$ cat config.mk
export PLATFORM = sky130hd
export DESIGN_NAME = if_fetch_flat
export DESIGN_NICKNAME = d
export VERILOG_FILES = /design/src/rtl/if_fetch_if.sv /design/src/rtl/if_fetch.sv /design/src/flat_wrapper.sv
export SDC_FILE = /design/constraint.sdc
export NUM_CORES = 1
export LEC_CHECK = 0
export ABC_AREA = 0
export CELL_PAD_IN_SITES_DETAIL_PLACEMENT = 0
export CELL_PAD_IN_SITES_GLOBAL_PLACEMENT = 1
export CORE_MARGIN = 4
export CORE_UTILIZATION = 32
export CTS_CLUSTER_SIZE = 12
export DETAILED_ROUTE_END_ITERATION = 10
export GPL_TIMING_DRIVEN = 0
export PLACE_DENSITY = 0.82
export SYNTH_ARGS = -nofsm -noshare
export SYNTH_HDL_FRONTEND = slang
export SYNTH_SLANG_ARGS = --single-unit
$ cat constraint.sdc
create_clock -name clk -period 2 [get_ports clk]
set_input_delay 0.3 -clock clk [delete_from_list [all_inputs] [get_ports clk]]
set_output_delay 0.3 -clock clk [all_outputs]
set_load 0.05 [all_outputs]
$ cat src/rtl/if_fetch_if.sv
// Instruction SRAM port bundle driven by the fetch stage.
// The fetch stage is the master; the SRAM model or wrapper is the slave.
interface if_fetch_if;
  logic        inst_sram_en;
  logic [3:0]  inst_sram_wen;
  logic [31:0] inst_sram_addr;
  logic [31:0] inst_sram_wdata;

  modport master (
    output inst_sram_en,
    output inst_sram_wen,
    output inst_sram_addr,
    output inst_sram_wdata
  );

  modport slave (
    input inst_sram_en,
    input inst_sram_wen,
    input inst_sram_addr,
    input inst_sram_wdata
  );
endinterface

$ cat src/rtl/if_fetch.sv
// Fetch stage: PC sequencing with branch redirect and stall handling.
// A branch seen while the PC is held is parked until the stall lifts.
module if_fetch (
  input  logic          clk,
  input  logic          rst,
  input  logic [5:0]    stall,
  input  logic [32:0]   br_bus,
  output logic [32:0]   if_to_id_bus,
  if_fetch_if.master    sram
);

  typedef enum logic [1:0] {
    BOOT,
    RUN,
    HOLD_BR
  } state_t;

  localparam logic [31:0] RST_PC  = 32'hBFBF_FFFC;
  localparam logic [31:0] BOOT_PC = 32'hBFC0_0000;

  state_t      state, state_n;
  logic [31:0] pc_reg, pc_n;
  logic        ce_reg, ce_n;
  logic        pend_v, pend_v_n;
  logic [31:0] pend_addr, pend_addr_n;

  logic        br_e;
  logic [31:0] br_addr;
  logic        hold;
  logic [31:0] next_pc;

  assign br_e    = br_bus[32];
  assign br_addr = br_bus[31:0];
  assign hold    = stall[0];

  // Live branch wins over a parked one; wraps modulo 2^32.
  always_comb begin
    if (br_e)        next_pc = br_addr;
    else if (pend_v) next_pc = pend_addr;
    else             next_pc = pc_reg + 32'd4;
  end

  always_ff @(posedge clk or posedge rst) begin
    if (rst) begin
      state     <= BOOT;
      pc_reg    <= RST_PC;
      ce_reg    <= 1'b0;
      pend_v    <= 1'b0;
      pend_addr <= 32'h0;
    end else begin
      state     <= state_n;
      pc_reg    <= pc_n;
      ce_reg    <= ce_n;
      pend_v    <= pend_v_n;
      pend_addr <= pend_addr_n;
    end
  end

  always_comb begin
    state_n     = state;
    pc_n        = pc_reg;
    ce_n        = ce_reg;
    pend_v_n    = pend_v;
    pend_addr_n = pend_addr;
    unique case (state)
      BOOT: begin
        pc_n    = BOOT_PC;
        ce_n    = 1'b1;
        state_n = RUN;
      end
      RUN: begin
        if (!hold) begin
          pc_n     = next_pc;
          pend_v_n = 1'b0;
        end else if (br_e) begin
          pend_addr_n = br_addr;
          pend_v_n    = 1'b1;
          state_n     = HOLD_BR;
        end
      end
      HOLD_BR: begin
        if (hold) begin
          if (br_e) pend_addr_n = br_addr;
        end else begin
          pc_n     = next_pc;
          pend_v_n = 1'b0;
          state_n  = RUN;
        end
      end
      default: begin
        state_n = BOOT;
      end
    endcase
  end

  assign if_to_id_bus         = {ce_reg, pc_reg};
  assign sram.inst_sram_en    = ce_reg;
  assign sram.inst_sram_addr  = pc_reg;
  assign sram.inst_sram_wen   = 4'b0000;
  assign sram.inst_sram_wdata = 32'h0;

endmodule

$ cat src/flat_wrapper.sv
// flat-port wrapper written by rule: the top's interface ports become plain ports
module if_fetch_flat 
  (clk, rst, stall, br_bus, if_to_id_bus, sram_inst_sram_en, sram_inst_sram_wen, sram_inst_sram_addr, sram_inst_sram_wdata);
  if_fetch_if sram_i ();
  input  logic clk;
  input  logic rst;
  input  logic [5:0] stall;
  input  logic [32:0] br_bus;
  output logic [32:0] if_to_id_bus;
  output wire logic [$bits(sram_i.inst_sram_en)-1:0] sram_inst_sram_en;
  output wire logic [$bits(sram_i.inst_sram_wen)-1:0] sram_inst_sram_wen;
  output wire logic [$bits(sram_i.inst_sram_addr)-1:0] sram_inst_sram_addr;
  output wire logic [$bits(sram_i.inst_sram_wdata)-1:0] sram_inst_sram_wdata;
  assign sram_inst_sram_en = sram_i.inst_sram_en;
  assign sram_inst_sram_wen = sram_i.inst_sram_wen;
  assign sram_inst_sram_addr = sram_i.inst_sram_addr;
  assign sram_inst_sram_wdata = sram_i.inst_sram_wdata;
  if_fetch u_core (.clk(clk), .rst(rst), .stall(stall), .br_bus(br_bus), .if_to_id_bus(if_to_id_bus), .sram(sram_i));
endmodule
Word-level counts from Yosys, hierarchy flattened
Cells that the tools add are included.
{ "word_totals": {"regBits": 68, "latch_bits": 0, "ram_bits": 0, "mem_bits_ro": 0, "input_bits": 41, "out_inout_bits": 102, "wordCells": 33, "memories": 0} }
{ "classes": {"addsub": 1, "mul": 0, "n_div": 0, "n_lt_le_gt_ge": 0, "n_eq_ne": 7, "shifts": 0, "n_mux": 12, "bitwise_logic": 0, "reduce_logical": 8} }
{ "ops": {"columns": ["operator", "n"], "rows": [
  ["2-to-1 mux 32 bit", 3],
  ["case mux 32 bit (2 select lines)", 1],
  ["adder 32 x 3 -> 32 bit (second input constant)", 1],
  ["AND reduction 3 bit", 3],
  ["!= test 2 bit (second input constant)", 4],
  ["2-to-1 mux 2 bit", 3],
  ["case mux 2 bit (3 select lines)", 1],
  ["nonzero test 2 bit", 2],
  ["2-to-1 mux 1 bit", 3],
  ["!= test 3 bit (second input constant)", 1],
  ["== test 2 x 1 -> 1 bit (second input constant)", 1],
  ["== test 2 bit (second input constant)", 1],
  ["logical NOT 2 bit", 1],
  ["case mux 1 bit (2 select lines)", 1],
  ["AND reduction 2 bit", 1],
  ["OR reduction 2 bit", 1]
]} }

Logic depth before layout (Yosys ltp)
Gate-level depths: netlist of the first run.
{ "logic_depth": {"depth_word": 5, "ltp_mapped": 8, "ltp_nobuf": 6} }

Least setup slack after synthesis of the first run
Ideal clock, no wire load.
{ "synth_timing": {"kind": "reg-to-reg", "start": "reg u_core.pc_reg[2], in the netlist u_core.sram.inst_sram_addr[2]", "end": "reg u_core.pc_reg[30], in the netlist u_core.sram.inst_sram_addr[30]", "setup_time_ps": 72, "arrival_ps": 2309, "required_ps": 1928, "slack_ps": -380, "path_stages_with_launch": 6, "path_buffers": 0, "period_less_slack_ps": 2380, "cell_sequence": "dfstp_2 ha_1 nand3_1 or4_4 or4b_1 nand3_1"} }
{ "synth_via": {"elab_chain_len": 5} }
{ "synth_lines": {"columns": ["item", "line", "rtl"], "rows": [
  ["start: declaration", "if_fetch.sv:22", "logic [31:0] pc_reg, pc_n;"],
  ["start signal: assignment", "if_fetch.sv:52", "pc_reg <= pc_n;"],
  ["adder 32 x 3 -> 32 bit", "if_fetch.sv:40", "else next_pc = pc_reg + 32'd4;"],
  ["2-to-1 mux 32 bit", "if_fetch.sv:39", "else if (pend_v) next_pc = pend_addr;"],
  ["2-to-1 mux 32 bit", "if_fetch.sv:38", "if (br_e) next_pc = br_addr;"],
  ["2-to-1 mux 32 bit", "if_fetch.sv:72, if_fetch.sv:82", null],
  ["case mux 32 bit (2 select lines)", "if_fetch.sv:65", "unique case (state)"]
]} }
No other way between the ends. The select of a mux whose other input is x is not followed.
A chain may end at the register's enable or synchronous reset.

Worst setup path in the final report of the first run
Same ends and word-level chain as after synthesis.

==> flow_summary.ini, run 1 <==
[run_status]
outcome = complete, but fails checks
violations = negative setup slack

[global_route]
antenna_found_initial = 0
grt.met3_usage_pct = 3.30
grt_use_met1_pct = 22.1
grt_overflow = 0
grt_max_degree = 69
grt_most_used_layer = met2
grt_pass1_wl_mm = 21.4
gr-usage-met2_pct = 28.2
grt_pass1_vias = 3963
grt_use_total_pct = 16.6

[worst_setup_path]
critPathCaptureType = flop
arrival_ps = 2320
crit_start = u_core.sram.inst_sram_addr[2]
path_class = flop to flop
cp_slowest_stage_delay_ps = 640
worst-path-max-fanout = 5
crit_buf_inv = 0
path_cells = ha_4 -> nand3_4 -> or4_4 -> o311ai_1 -> nand3_2
ff2ff_setup_slack_ps = -130
r2r_start = u_core.sram.inst_sram_addr[2]
required_ps = 2190
crit_family = simple AND/OR/NAND/NOR gates
startpoint_type = flop
cpMaxStageDelayCell = dfstp_4

[sta]
tightest_slew_ps = 876
skew_ps = 4.97
maxSlewHeadroom_pct = 41.6
max_freq_mhz = 469
timing.final.ws_setup_ps = -131
hold_viol = 0
drv_slew = 0
rsz0062_at_grt = true
period_minus_slack_ps = 2130
period_share_pct = 107
setup_viol = 3

[pwr]
p_comb_share_pct = 58.7
p_total_w = 0.0116
ir_drop_mv = 0.697
leakage_nw = 2.89
p_clk_share_pct = 15.4
powerDensity_nw_per_um2 = 1780
intPower_w = 0.00609
switchingPower_w = 0.00553
p_sw_share_pct = 47.6
seqPwrFrac_pct = 25.9

[logic_synthesis]
synth_top_area_cell = dfrtp_1
synth.most_common_cell = buf_4
ys_seq_area_share_pct = 38.9
ys_warn_count = 0
syn_area_per_cell_um2 = 9.82
netlist-cell-type-count = 66
ys_top_cells_by_count = buf_4 (69), dfrtp_1 (40), mux2_2 (32)
synth_top_area_share_pct = 22.4
syn_inst = 454
async_flop_share_pct = 100
synth-edff-count = 0
syn_area_um2 = 4460
synthTopCellsByArea = dfrtp_1 (22%), dfstp_2 (16%), buf_4 (12%)
ys_ff_latch = 68
yosys_most_used_dff = dfrtp_1

[cts]
clockBufferDepth = 2
clock_latency_ps = 330
clock-sinks = 68
clk_pin_slew_worst_paths_ps = 50
tritoncts = yes
root_buffer = clkbuf_16
ctsHtreeMaxLevel = 3
numCtsBuffers = 9

[run]
cap_violations = 0

[drt]
vias = 4183
drt_iter0_drc = 306
vias_per_cell = 5.19
wl_mm = 13.8
drc_errors = 0
wl_per_cell_um = 17.2
first_pass_iters = 5
antenna_left = 0

[place]
dp.final_hpwl_mm = 9.61
dpl_cell_area_um2 = 5860
pre_cts_ws_ps = -654
placed_cells = 766
port_buffers = 101
gp_congestion = 0.873

[worst_hold_path]
worstHoldStart = u_core.pend_addr[0]
hp-class = flop to flop

[cells_and_area]
final_util_pct = 48.4
drive_above_1_share_pct = 37.1
nets = 671
num_antenna_cells = 0
post-route-cell-area_um2 = 6520
fin_cells = 806
area_delta_synth_final_pct = 46.1

[floorplanning]
die_w_um = 126
initial_utilization_pct = 33.2
die-height_um = 126
dieArea_um2 = 15900
core_area_um2 = 13500
ioPinCount = 143
rows = 42
-- flip-flops by register name (all words and copies together), names as in the netlist --
| signal | cells |
|---|---|
| u_core.pend_addr | 32 |
| u_core.pend_v | 1 |
| u_core.sram.inst_sram_addr | 32 |
| u_core.sram.inst_sram_en | 1 |
| u_core.state | 2 |
-- power groups by stage --
| stage | clock network [W] | registers, W | logic [W] |
|---|---|---|---|
| floorplan | 0 | 0.00379 | 0.00385 |
| global placement | 0 | 0.00298 | 0.00648 |
| detailed placement | 0 | 0.00303 | 0.00659 |
| CTS | 0.00181 | 0.00299 | 0.00656 |
| global route | 0.00188 | 0.00312 | 0.00723 |
| finish | 0.00179 | 0.00301 | 0.00682 |
-- per-layer routing --
| metal | share of wire, % | vias up |
|---|---|---|
| met5 | 0 | - |
| met4 | 1.9 | 0 |
| met3 | 7.5 | 23 |
| met2 | 48 | 197 |
| met1 | 43 | 2009 |
| li1 | - | 1954 |
-- cell type report --
type | count | area, um2
fill | 1259 | 6940
multi-input combinational | 313 | 2310
sequential | 68 | 1750
timing repair buffer | 129 | 1190
buffer | 88 | 651
clock buffer | 12 | 267
tap | 176 | 220
clock inverter | 4 | 70.1
inverter | 16 | 66.3
-- kinds of logic (layout without fill, tap and decap cells) --
| family | Yosys count | in the layout | synth area share [%] |
|---|---|---|---|
| buffers and inverters | 108 | 249 | 15.6 |
| muxes | 34 | 34 | 8.53 |
| AOI/OAI and AO/OA | 119 | 119 | 19.8 |
| DFF | 68 | 68 | 38.9 |
| adders and majority gates | 5 | 5 | 1.40 |
| and+or+nand+nor | 117 | 117 | 15.2 |
| other | 1 | 36 | 0.0841 |
| xor gates and xnor gates | 2 | 2 | 0.393 |
-- cells in the final DEF (no fill, tap or decap), types with 7 or more instances in the layout --
cell,synthesis,final
o211ai_1,10,10
clkdlybuf4s50_1,0,42
nand3_1,20,17
dfstp_2,28,25
mux2_2,32,32
and3_1,10,10
o221ai_1,10,10
a21oi_1,14,13
o21ai_0,20,20
clkbuf_16,0,9
a22oi_1,7,7
o2bb2ai_1,8,8
nand2_1,27,27
dlygate4sd2_1,0,53
buf_6,4,7
nor2_1,10,9
conb_1,1,36
inv_1,15,12
clkbuf_2,1,8
o221a_2,7,7
buf_4,69,98
dfrtp_1,40,40
-- per-stage QoR --
stage,hold WS (ps),setup TNS [ps]
after floorplan,451,-687
final,505,-225
after global routing,519,-456
after global placement,487,-89590
after detailed placement,494,-27420
after CTS,506,-331
-- worst register-to-register path, cell delays in order, from the launching register on --
cell	delay [ps]
dfstp_4	640
ha_4	160
nand3_4	70
or4_4	590
o311ai_1	420
nand3_2	120
-- path summary, 6_finish.rpt --
kind | depth (start not counted) | to
setup / recovery | 5 | u_core.sram.inst_sram_addr[30]
hold / removal | 1 | u_core.pend_addr[0]
setup reg to reg | 5 | u_core.sram.inst_sram_addr[30]
hold reg to reg | 1 | u_core.pend_addr[0]
max in group asynchronous | 2 | u_core.pend_addr[17]
min in group asynchronous | 2 | u_core.pend_addr[4]
-- repair_timing --
item | 4_1_cts | 5_1_grt
hold buffers | 0 | 0
gates cloned | 0 | 1
buffers inserted | 19 | 9
resized for setup | 88 | 29
pin swaps | 10 | 8
setup endpoints to repair | 119 | 26
Power figures use the tool's default switching activity.
==> run 2, diff against run 1 <==
--- a/config.mk
+++ b/config.mk
@@ -8,12 +8,12 @@
 export ABC_AREA = 0
 export CELL_PAD_IN_SITES_DETAIL_PLACEMENT = 0
 export CELL_PAD_IN_SITES_GLOBAL_PLACEMENT = 1
-export CORE_MARGIN = 4
 export CORE_UTILIZATION = 32
 export CTS_CLUSTER_SIZE = 12
 export DETAILED_ROUTE_END_ITERATION = 10
 export GPL_TIMING_DRIVEN = 0
 export PLACE_DENSITY = 0.82
+export SLEW_MARGIN = 25
 export SYNTH_ARGS = -nofsm -noshare
 export SYNTH_HDL_FRONTEND = slang
 export SYNTH_SLANG_ARGS = --single-unit
==> flow_summary.ini, run 2 (synthesis gave the netlist of run 1 again) <==
[run_status]
outcome = complete, but fails checks
violations = negative setup slack

[drt]
topRoutingLayerUsed = met4
vias = 4243
routed-wl-met2_mm = 6.43
drc_errors = 0
drt_iter0_drc = 292
antenna_left = 0
wl_per_cell_um = 16.6
wl_mm = 13.4
first_pass_iters = 5
vias_per_cell = 5.26
wirelength_met1_mm = 5.68
wl_met3_um = 993

[global_route]
grt_overflow = 0
grt_pass1_wl_mm = 21.2
grt_use_total_pct = 18.7
grt_pass1_vias = 4106
antenna_found_initial = 0
grt_max_degree = 46

[sta]
maxSlewHeadroom_pct = 55.0
max_freq_mhz = 473
period_minus_slack_ps = 2110
timing.final.ws_setup_ps = -112
tightest_slew_ps = 673
period_share_pct = 106
hold_viol = 0
rsz0062_at_grt = true
setup_viol = 3
skew_ps = 6.94
drv_slew = 0

[worst_setup_path]
startpoint_type = flop
required_ps = 2270
worst-path-max-fanout = 5
path_class = flop to flop
arrival_ps = 2380
critPathCaptureType = flop

[cells_and_area]
area_delta_synth_final_pct = 45.9
nets = 672
final_cell_mix = buf_4 (94), dlygate4sd2_1 (55), clkdlybuf4s50_1 (42)
layout_commonest_cell = buf_4
post-route-cell-area_um2 = 6510
fin_cells = 807
num_antenna_cells = 0
drive_above_1_share_pct = 36.5

[pwr]
intPower_w = 0.00586
ir_drop_mv = 0.737
p_clk_share_pct = 14.1
leakage_nw = 2.87
seqPwrFrac_pct = 26.2
p_comb_share_pct = 59.7
switchingPower_w = 0.00551
p_sw_share_pct = 48.5
powerDensity_nw_per_um2 = 1750

[place]
dpl_cell_area_um2 = 5890
placed_cells = 767
gp_congestion = 0.829
pre_cts_ws_ps = -597
port_buffers = 101
dp.final_hpwl_mm = 9.30

[run]
cap_violations = 0

[cts]
clock-sinks = 68
clk_pin_slew_worst_paths_ps = 60
clockBufferDepth = 2
tritoncts = yes
clock_latency_ps = 330
numCtsBuffers = 9
ctsHtreeMaxLevel = 3
root_buffer = clkbuf_16
holdBufCountCts = 0

[worst_hold_path]
hp-class = primary input to async pin

[floorplanning]
die_w_um = 120
rows = 42
initial_utilization_pct = 33.3
ioPinCount = 143
die-height_um = 120
core_area_um2 = 13400
dieArea_um2 = 14400
[run 2: cell count changes in the layout (fill, tap and decap cells not counted), sizes merged]
cell	before	now
clkbuf	22	24
clkinv	2	4
dlygate4sd2	53	55
bufinv	2	1
clkinvlp	1	0
buf	110	107
[run 2: worst max-delay path, stage by stage (launching register included)]
cell and delay, ps:
dfstp_4 650, ha_4 150, nand3_4 70, or4_4 590
or4b_4 510, nand3_2 70
[run 2: final cells by class]
type,count,area (um2)
clock inverter,4,48.8
sequential,68,1750
inverter,16,63.8
clock buffer,12,246
buffer,90,667
timing repair buffer,128,1190
fill,1264,6890
tap,176,220
multi-input combinational,313,2320
[run 2: power by group through the flow]
stage                     sequential [W]  combinational (W)  clock (W)
after floorplan                  0.00379            0.00385          0
after global routing             0.00310            0.00720    0.00168
after CTS                        0.00298            0.00657    0.00161
after global placement           0.00298            0.00646          0
final                            0.00298            0.00679    0.00161
after detailed placement         0.00302            0.00657          0
[run 2: stage by stage]
| stage | setup TNS [ps] | power [W] | utilization, % | hold slack [ps] |
|---|---|---|---|---|
| floorplan | -687 | 0.00764 | - | 451 |
| global placement | -89320 | 0.00944 | 43.7 | 487 |
| detailed placement | -27360 | 0.00959 | 44.0 | 494 |
| CTS | -558 | 0.0112 | 47.7 | 299 |
| global route | -439 | 0.0120 | 48.6 | 313 |
| finish | -243 | 0.0114 | 48.6 | 289 |
[run 2: path summary, 6_finish.rpt]
check | from | to | slack, ps | cells after the start
max in group asynchronous | rst | u_core.sram.inst_sram_addr[20] | 1110 | 3
worst max register to register | u_core.sram.inst_sram_addr[3] | u_core.sram.inst_sram_addr[30] | -110 | 5
min in group clk | u_core.pend_addr[12] | u_core.pend_addr[12] | 500 | 1
worst max-delay path | u_core.sram.inst_sram_addr[3] | u_core.sram.inst_sram_addr[30] | -110 | 5
worst min-delay path | rst | u_core.pend_addr[6] | 290 | 2
worst min register to register | u_core.pend_addr[12] | u_core.pend_addr[12] | 500 | 1
[run 2: layer usage]
layer,track usage [%],up-vias
met4,7.03,0
li1,-,1952
met3,2.80,23
met1,24.4,2072
met2,31.2,196
met5,0,-
[run 2: repair_timing]
action                                  CTS  global route
resized for setup                        90            29
pin swaps                                10             8
endpoints found under the setup margin  119            25
buffers inserted                         19             7
==> run 3, diff against run 2 <==
--- a/config.mk
+++ b/config.mk
@@ -6,8 +6,10 @@
 export NUM_CORES = 1
 export LEC_CHECK = 0
 export ABC_AREA = 0
+export CAP_MARGIN = 25
 export CELL_PAD_IN_SITES_DETAIL_PLACEMENT = 0
 export CELL_PAD_IN_SITES_GLOBAL_PLACEMENT = 1
+export CORE_ASPECT_RATIO = 0.75
 export CORE_UTILIZATION = 32
 export CTS_CLUSTER_SIZE = 12
 export DETAILED_ROUTE_END_ITERATION = 10
==> flow_summary.ini, run 3 (synthesis gave the netlist of run 1 again) <==
[run_status]
outcome = complete, but fails checks
violations = design-rule violations, negative setup slack

[cells_and_area]
layout_commonest_cell = buf_4
drive_above_1_share_pct = 36.4
post-route-cell-area_um2 = 6430
area_delta_synth_final_pct = 44.1
final_util_pct = 48.4
nets = 670
final_cell_mix = buf_4 (98), dlygate4sd2_1 (52), clkdlybuf4s50_1 (42)
num_antenna_cells = 0

[sta]
max_freq_mhz = 471
tightest_slew_ps = 603
period_minus_slack_ps = 2120
rsz0062_at_grt = true
skew_ps = 9.07
timing.final.ws_setup_ps = -123
period_share_pct = 106
setup_viol = 5
drv_slew = 0
maxSlewHeadroom_pct = 59.7
hold_viol = 0

[global_route]
grt_pass1_vias = 4053
antenna_found_initial = 0
grt_overflow = 0
grt_pass1_wl_mm = 21.6
grt_use_total_pct = 19.1
grt_max_degree = 51

[cts]
ctsHtreeMaxLevel = 3
clockBufferDepth = 2
tritoncts = yes
clock-sinks = 68
root_buffer = clkbuf_16
holdBufCountCts = 0
numCtsBuffers = 9
clk_pin_slew_worst_paths_ps = 60
clock_latency_ps = 340

[place]
gp_congestion = 0.809
port_buffers = 101
dpl_cell_area_um2 = 5880
dp.final_hpwl_mm = 9.63

[pwr]
powerDensity_nw_per_um2 = 1740
leakage_nw = 2.85
ir_drop_mv = 0.896

[worst_setup_path]
arrival_ps = 2400
critPathCaptureType = flop
ff2ff_setup_slack_ps = -120
r2r_start = u_core.sram.inst_sram_addr[2]
rr_worst_depth = 5
worst-path-max-fanout = 6
startpoint_type = flop
required_ps = 2280
cp_slowest_stage_delay_ps = 670
cpMaxStageDelayCell = dfstp_4
path_class = flop to flop
timing.rr.end = u_core.sram.inst_sram_addr[30]
path_cells = ha_4 -> nand3_4 -> or4_4 -> or4b_4 -> nand3_2

[run]
cap_violations = 0

[worst_hold_path]
hp-class = primary input to async pin

[drt]
drt_iter0_drc = 312
wl_met3_mm = 1.09
routed-wl-met2_mm = 6.29
wirelength_met1_mm = 6.13
topRoutingLayerUsed = met4
vias = 4215
wl_per_cell_um = 17.1
drc_errors = 16
wl_mm = 13.6
antenna_left = 0
vias_per_cell = 5.27
first_pass_iters = 7

[floorplanning]
ioPinCount = 143
initial_utilization_pct = 33.6
die-height_um = 104
die_w_um = 138
rows = 36
dieArea_um2 = 14400
core_area_um2 = 13300
[run 3: cell count changes in the layout (fill, tap and decap cells not counted), moves of 2 or more]
cell and change:
clkbuf_2 +2, or4_4 -2, nor4_4 +2, or4_1 +2, buf_6 -4, nor4_2 -2, buf_4 +4, dlygate4sd2_1 -3
[run 3: area by class of cell]
cell class / instances / area, um2
Buffer: 90 / 672
Clock buffer: 13 / 240
Inverter: 16 / 66.3
Multi-Input combinational cell: 313 / 2330
Clock inverter: 3 / 15.0
Fill cell: 1237 / 6860
Timing Repair Buffer: 126 / 1140
Tap cell: 171 / 214
Sequential cell: 68 / 1750
[run 3: worst max-delay path by stage]
stage          cells after the start                        endpoint                     startpoint
3_5_place_dp                       7  u_core.sram.inst_sram_addr[14]                u_core.state[0]
2_1_floorplan                      6  u_core.sram.inst_sram_addr[19]  u_core.sram.inst_sram_addr[4]
4_1_cts                            5  u_core.sram.inst_sram_addr[20]  u_core.sram.inst_sram_addr[2]
6_report                           5  u_core.sram.inst_sram_addr[30]  u_core.sram.inst_sram_addr[2]
5_1_grt                            5  u_core.sram.inst_sram_addr[20]  u_core.sram.inst_sram_addr[2]
3_3_place_gp                       2  u_core.sram.inst_sram_addr[22]                            rst
[run 3: layer usage]
metal	global-route usage, %	vias to the layer above
met3	4.79	16
met5	0	-
met2	30.0	178
met1	25.9	2055
li1	-	1966
met4	5.70	0
[run 3: report_power, final]
group	total [W]	switching, W	internal (W)
sequential	0.00299	0.000739	0.00226
clock	0.00143	0.000596	0.000834
combinational	0.00677	0.00421	0.00256
[run 3: metrics by stage]
step                      power (W)  TNS, ps  cells  worst slack (ps)  hold WS (ps)
after floorplan             0.00764     -687    489              -196           451
after global placement      0.00944   -86360    761             -1210           488
after detailed placement    0.00964   -26470    762              -666           493
after CTS                    0.0110     -358    793              -134           265
after global routing         0.0118     -713    800              -160           284
final                        0.0112     -385    800              -123           261
[run 3: what timing repair did]
action	in CTS	in global routing
setup buffers	16	8
gates resized for setup	86	32
pin swaps	8	5
setup endpoints to repair	119	34
[run 3: worst max-delay path: cells and delay by family (launching register included)]
| kind | cells | cell delay, ps |
|---|---|---|
| and+or+nand+nor | 4 | 1230 |
| adders and majority gates | 1 | 170 |
| DFF | 1 | 670 |
